### config.mk
export PLATFORM = sky130hd
export DESIGN_NAME = mac_array_ctrl
export DESIGN_NICKNAME = d
export VERILOG_FILES = /design/src/rtl/mac_pkg.sv /design/src/rtl/mac_array_ctrl.sv
export SDC_FILE = /design/constraint.sdc
export NUM_CORES = 1
export LEC_CHECK = 0
export BUFFER_PORTS_ARGS = -buffer_cell sky130_fd_sc_hd__buf_2
export CORE_AREA = 2 2 237 239
export CTS_BUF_LIST = sky130_fd_sc_hd__clkbuf_2 sky130_fd_sc_hd__clkbuf_4 sky130_fd_sc_hd__clkbuf_8
export DETAILED_ROUTE_END_ITERATION = 8
export DIE_AREA = 0 0 239 241
export PLACE_DENSITY = 0.4
export SYNTH_ARGS = -nofsm -noshare
export SYNTH_HDL_FRONTEND = slang
export SYNTH_SLANG_ARGS = --single-unit
### constraint.sdc
create_clock -name clk -period 4.7 [get_ports clk]
set_clock_uncertainty 0.05 [all_clocks]
set_input_delay 1.41 -clock clk [delete_from_list [all_inputs] [get_ports clk]]
set_output_delay 1.41 -clock clk [all_outputs]
set_load 0.005 [all_outputs]
### src/rtl/mac_pkg.sv
// Shared definitions for the MAC array controller: FSM encoding and default widths/latencies.
package mac_pkg;

  localparam int MAC_LAT_DEF = 3;
  localparam int LEN_W_DEF   = 16;
  localparam int DOT_W       = 16;
  localparam int DRAIN_W     = 4;

  typedef enum logic [2:0] {
    ST_IDLE   = 3'd0,
    ST_CLEAR  = 3'd1,
    ST_ACCUM  = 3'd2,
    ST_DRAIN  = 3'd3,
    ST_RESULT = 3'd4
  } state_t;

endpackage

### src/rtl/mac_array_ctrl.sv
// Sequences one MAC-array job: clear, stream len operand beats, wait out the
// array latency, then hand the captured dot product over a valid/ready port.
module mac_array_ctrl
  import mac_pkg::*;
#(
  parameter int MAC_LAT = MAC_LAT_DEF,
  parameter int LEN_W   = LEN_W_DEF
) (
  input  logic             clk,
  input  logic             rst,
  input  logic             start,
  input  logic [LEN_W-1:0] len,
  input  logic [15:0]      bias_cfg,
  input  logic             abort,
  output logic             busy,
  output logic             err,
  input  logic             s_valid,
  output logic             s_ready,
  input  logic [63:0]      s_data0,
  input  logic [63:0]      s_data1,
  input  logic [63:0]      s_data2,
  input  logic [63:0]      s_data3,
  output logic [63:0]      mac_ch0,
  output logic [63:0]      mac_ch1,
  output logic [63:0]      mac_ch2,
  output logic [63:0]      mac_ch3,
  output logic             mac_en,
  output logic             mac_clr,
  output logic             mac_read_en,
  output logic [15:0]      mac_bias,
  input  logic [DOT_W-1:0] mac_dot,
  output logic             res_valid,
  input  logic             res_ready,
  output logic [DOT_W-1:0] res_data,
  output logic [2:0]       o_dbg_state
);

  state_t             r_state;
  state_t             w_next;
  logic [LEN_W-1:0]   r_len;
  logic [LEN_W-1:0]   r_beat_cnt;
  logic [DRAIN_W-1:0] r_drain_cnt;
  logic [15:0]        r_bias;
  logic [DOT_W-1:0]   r_res_data;
  logic               r_err;
  logic               w_accept;
  logic               w_reject;
  logic               w_abort;
  logic               w_last_beat;
  logic               w_drain_done;

  assign w_accept     = (r_state == ST_IDLE) && start && (len != '0);
  assign w_reject     = (r_state == ST_IDLE) && start && (len == '0);
  assign w_abort      = (r_state != ST_IDLE) && abort;
  assign w_last_beat  = (r_beat_cnt + LEN_W'(1)) == r_len;
  assign w_drain_done = r_drain_cnt == DRAIN_W'(1);

  assign busy        = r_state != ST_IDLE;
  assign err         = r_err;
  assign mac_bias    = busy ? r_bias : 16'h0;
  assign res_data    = r_res_data;
  assign o_dbg_state = r_state;
  assign mac_ch0     = (r_state == ST_ACCUM) ? s_data0 : 64'h0;
  assign mac_ch1     = (r_state == ST_ACCUM) ? s_data1 : 64'h0;
  assign mac_ch2     = (r_state == ST_ACCUM) ? s_data2 : 64'h0;
  assign mac_ch3     = (r_state == ST_ACCUM) ? s_data3 : 64'h0;

  // Handshakes: a beat moves on any cycle with s_valid & s_ready, a result on
  // res_valid & res_ready; neither side may make valid wait on ready.
  always_comb begin
    w_next      = r_state;
    s_ready     = 1'b0;
    mac_en      = 1'b0;
    mac_clr     = 1'b0;
    mac_read_en = 1'b0;
    res_valid   = 1'b0;
    case (r_state)
      ST_IDLE:   if (w_accept) w_next = ST_CLEAR;
      ST_CLEAR: begin
        mac_clr = 1'b1;
        w_next  = ST_ACCUM;
      end
      ST_ACCUM: begin
        s_ready = 1'b1;
        mac_en  = s_valid;
        if (s_valid && w_last_beat) w_next = ST_DRAIN;
      end
      ST_DRAIN: begin
        mac_read_en = 1'b1;
        if (w_drain_done) w_next = ST_RESULT;
      end
      ST_RESULT: begin
        res_valid = 1'b1;
        if (res_ready) w_next = ST_IDLE;
      end
      default:   w_next = ST_IDLE;
    endcase
    // Abort wins everything: wipe the array once and drop any pending result.
    if (w_abort) begin
      w_next      = ST_IDLE;
      mac_clr     = 1'b1;
      s_ready     = 1'b0;
      mac_en      = 1'b0;
      mac_read_en = 1'b0;
      res_valid   = 1'b0;
    end
  end

  always_ff @(posedge clk or posedge rst) begin
    if (rst) begin
      r_state     <= ST_IDLE;
      r_len       <= '0;
      r_beat_cnt  <= '0;
      r_drain_cnt <= '0;
      r_bias      <= '0;
      r_res_data  <= '0;
      r_err       <= 1'b0;
    end else begin
      r_state <= w_next;
      r_err   <= w_reject;
      if (w_accept) begin
        r_len      <= len;
        r_bias     <= bias_cfg;
        r_beat_cnt <= '0;
      end
      if (mac_en) begin
        r_beat_cnt <= r_beat_cnt + LEN_W'(1);
        if (w_last_beat) r_drain_cnt <= DRAIN_W'(MAC_LAT);
      end
      if ((r_state == ST_DRAIN) && !w_abort) begin
        r_drain_cnt <= r_drain_cnt - DRAIN_W'(1);
        if (w_drain_done) r_res_data <= mac_dot;
      end
    end
  end

endmodule

==> summary.md <==
| Metric | Value |
|---|---|
| Total wire length | 42800 um |
| Number of antenna violations at the first check in global routing | 39 |
| Core footprint | 0.0549 sq mm |
| Final setup violation count | 0 |
| R2R Setup Slk | 1.85 ns |
| GPL Wtd Cong | 0.812 |
| Critical Path RT | 3.24 ns |
| Critical path class | reg2out |
| Critical R2R Capture | r_drain_cnt[2] |
| FP Rows | 86 |
| Final Hold Viols | 0 |
| Worst Tran Pin Value | 0.830 ns |
| Total grt overflow | 0 |
| Total GRT Usage | 14.0% |
| Crit path capture type | primary output |
| Htree depth | 3 |
| Starting DRC count in detailed routing | 307 |
| CTS buffer count | 9 |
| Reg clk slew, reported paths | 0.08 ns |
| Slowest stage cell, crit path | buf_4 |
| Power per cell area | 320 mW/mm^2 |
| I/O Pins | 608 |
| Drt wl/cell | 22.2 um |
| Routed Antenna Nets | 0 |
| Post-cts resize count | 0 |
| Maxcap violations | 0 |
| Most common cell after layout, fill and taps aside | buf_2 |
| Syn Nets | 926 |
| Vias/cell | 3.58 |
| Pins Over Slew Limit | 0 |
| Outcome | finished clean |
| Critical-path cell list | nor3b_4 > buf_4 > and2_1 > buf_2 |
| Final nets | 1518 |
| CTS tree | yes |
| Via count | 6908 |
| Area Growth Syn to Fin | 79.5% |
| Filler Cells Inserted | 6368 |
| Arr. time, crit path | 2.33 ns |
| First-pass detailed-route iteration total | 4 |
| Top_reg_cell synth | dfrtp_1 |
| EDFF count, synth | 0 |
| Clk Latency, worst-skew pair | 0.39 ns |
| Hold Path Class | reg2reg |
| R2R cell count | 7 |
| Root buffer cell | clkbuf_8 |
| Yosys cell types | 44 |
| Maximum VDD drop | 0.190 mV |
| Worst slew margin | 44.5% |
| Global-route wire length before repair | 55400 um |
| Max Freq | 264 MHz |
| Commonest non-fill, non-tap cells in the layout | 607 x buf_2, 259 x and2_1, 72 x dfrtp_1 |
| Vias in the first global route | 6776 |
| Hpwl dp | 37500 um |
| Die H | 241 um |
| Cell area after technology mapping | 0.00531 sq mm |
| Tot Pwr | 3.05 mW |
| Yosys top cell area share | 34.0% |
| Drt drc | 0 |
| Cells after synthesis | 613 |
| Clock sinks | 72 |
| Hold EP | r_beat_cnt[15] |
| Clk buf depth | 2 |
| Asr flop ratio synth | 100% |
| Layout cells sized above 1 | 57.4% |
| Synth Register Bits | 72 |
| Crit path max fanout | 91 |
| Largest net degree at the start of global routing | 166 |
| Post-synth top area cell | dfrtp_1 |
| R2R Path Start | r_beat_cnt[0] |
| Max incr delay on CP | 0.59 ns |
| Hold Crit Depth | 1 |
| Post-CTS Hold Fix Bufs | 0 |
| Synth warnings | 0 |
| Fin cells | 1929 |
| Final Cycle Share | 80.6% |
| Number of buffers added on ports | 607 |
| Starting Density | 9.67% |
| Die boundary width | 239 um |
| Fin Setup TNS | 0 ns |
| CP startpoint kind | register |
| RSZ-0062 raised after global routing | false |
| Register area share after synthesis | 34.0% |
| Setup Fix Bufs, Post-CTS | 0 |
| Hold WS | 0.451 ns |
| Hold path start | r_beat_cnt[15] |
| Top cells by area, synth | dfrtp_1 34%, and2_1 31%, mux2_2 10% |
| Tmin final | 3.79 ns |
| Lkg Pwr | 5.30 nW |
| Die area | 0.0576 sq mm |
| Placed cell count | 1898 |
| Avg Cell Area, Syn | 8.66 sq um |
[layout make-up]
class,count,area (sq um),share of cell area (%)
antenna,15,37.5,0.394
clock buffer,9,124,1.30
clock inverter,7,166,1.75
inverter,8,30.0,0.315
multi-input combinational,494,3340,35.0
sequential,72,1800,18.9
tap,704,881,9.25
timing repair buffer,620,3150,33.0
[state kept, by name (all words and copies together) (netlist names)]
register,cells
err,1
r_beat_cnt,16
r_bias,16
r_drain_cnt,4
r_len,16
o_dbg_state,3
res_data,16
[cells in the mapped netlist (4+ instances only)]
master / count
nor3_1: 6
mux2_2: 49
a31oi_1: 6
xnor2_1: 12
nor4_1: 7
o31ai_1: 5
and2_1: 259
nand2_1: 20
dfrtp_1: 72
a21oi_1: 7
nand3_1: 6
nor2_1: 23
nand4_1: 11
inv_1: 7
buf_2: 4
nor2b_1: 17
clkbuf_1: 33
xor2_1: 12
o21ai_0: 25
[per-stage QoR]
| step | instance area (sq um) | utilization, % | worst slack (ns) |
|---|---|---|---|
| after global routing | 9500 | 17.3 | 0.688 |
| after floorplan | 5310 | - | 1.14 |
| after detailed placement | 9200 | 16.8 | 0.897 |
| final | 9530 | 17.4 | 0.914 |
| after global placement | 9200 | 16.8 | 0.888 |
| after CTS | 9490 | 17.3 | 0.881 |
[routing by layer]
metal | share of wire, % | global-route usage (%) | vias to the layer above
met5 | 0 | 0 | -
met4 | 1.5 | 2.37 | 0
met3 | 8.0 | 5.04 | 64
met2 | 55 | 26.7 | 310
met1 | 36 | 14.8 | 3335
li1 | - | - | 3199
[cells by family after synthesis]
kind of cell	synth area share [%]
AO/OA/AOI/OAI	5.90
XOR/XNOR	3.96
adder cells (fa/ha/maj)	0.707
buffers and inverters	3.49
flip-flops	34.0
multiplexers	10.4
AND/OR/NAND/NOR	41.6
[power breakdown]
group | switching, mW | internal (mW) | total [mW]
Sequential | 0.139 | 0.804 | 0.944
Combinational | 0.661 | 0.699 | 1.36
Clock | 0.281 | 0.462 | 0.743
[worst max-delay path: cells and delay by family (launching register included)]
family                 cells  cell delay, ns
buffers and inverters      2            0.73
and+or+nand+nor            2            0.65
DFF                        1            0.48
[worst max path at each step]
stage	startpoint	endpoint	slack, ns	depth (start not counted)
global route	o_dbg_state[1]	mac_ch0[20]	0.69	4
finish	o_dbg_state[1]	mac_ch0[20]	0.91	4
CTS	o_dbg_state[1]	mac_ch2[3]	0.88	4
global placement	abort	mac_read_en	0.89	5
detailed placement	abort	mac_read_en	0.90	5
floorplan	abort	mac_en	1.14	3
Power figures use the tool's default switching activity.
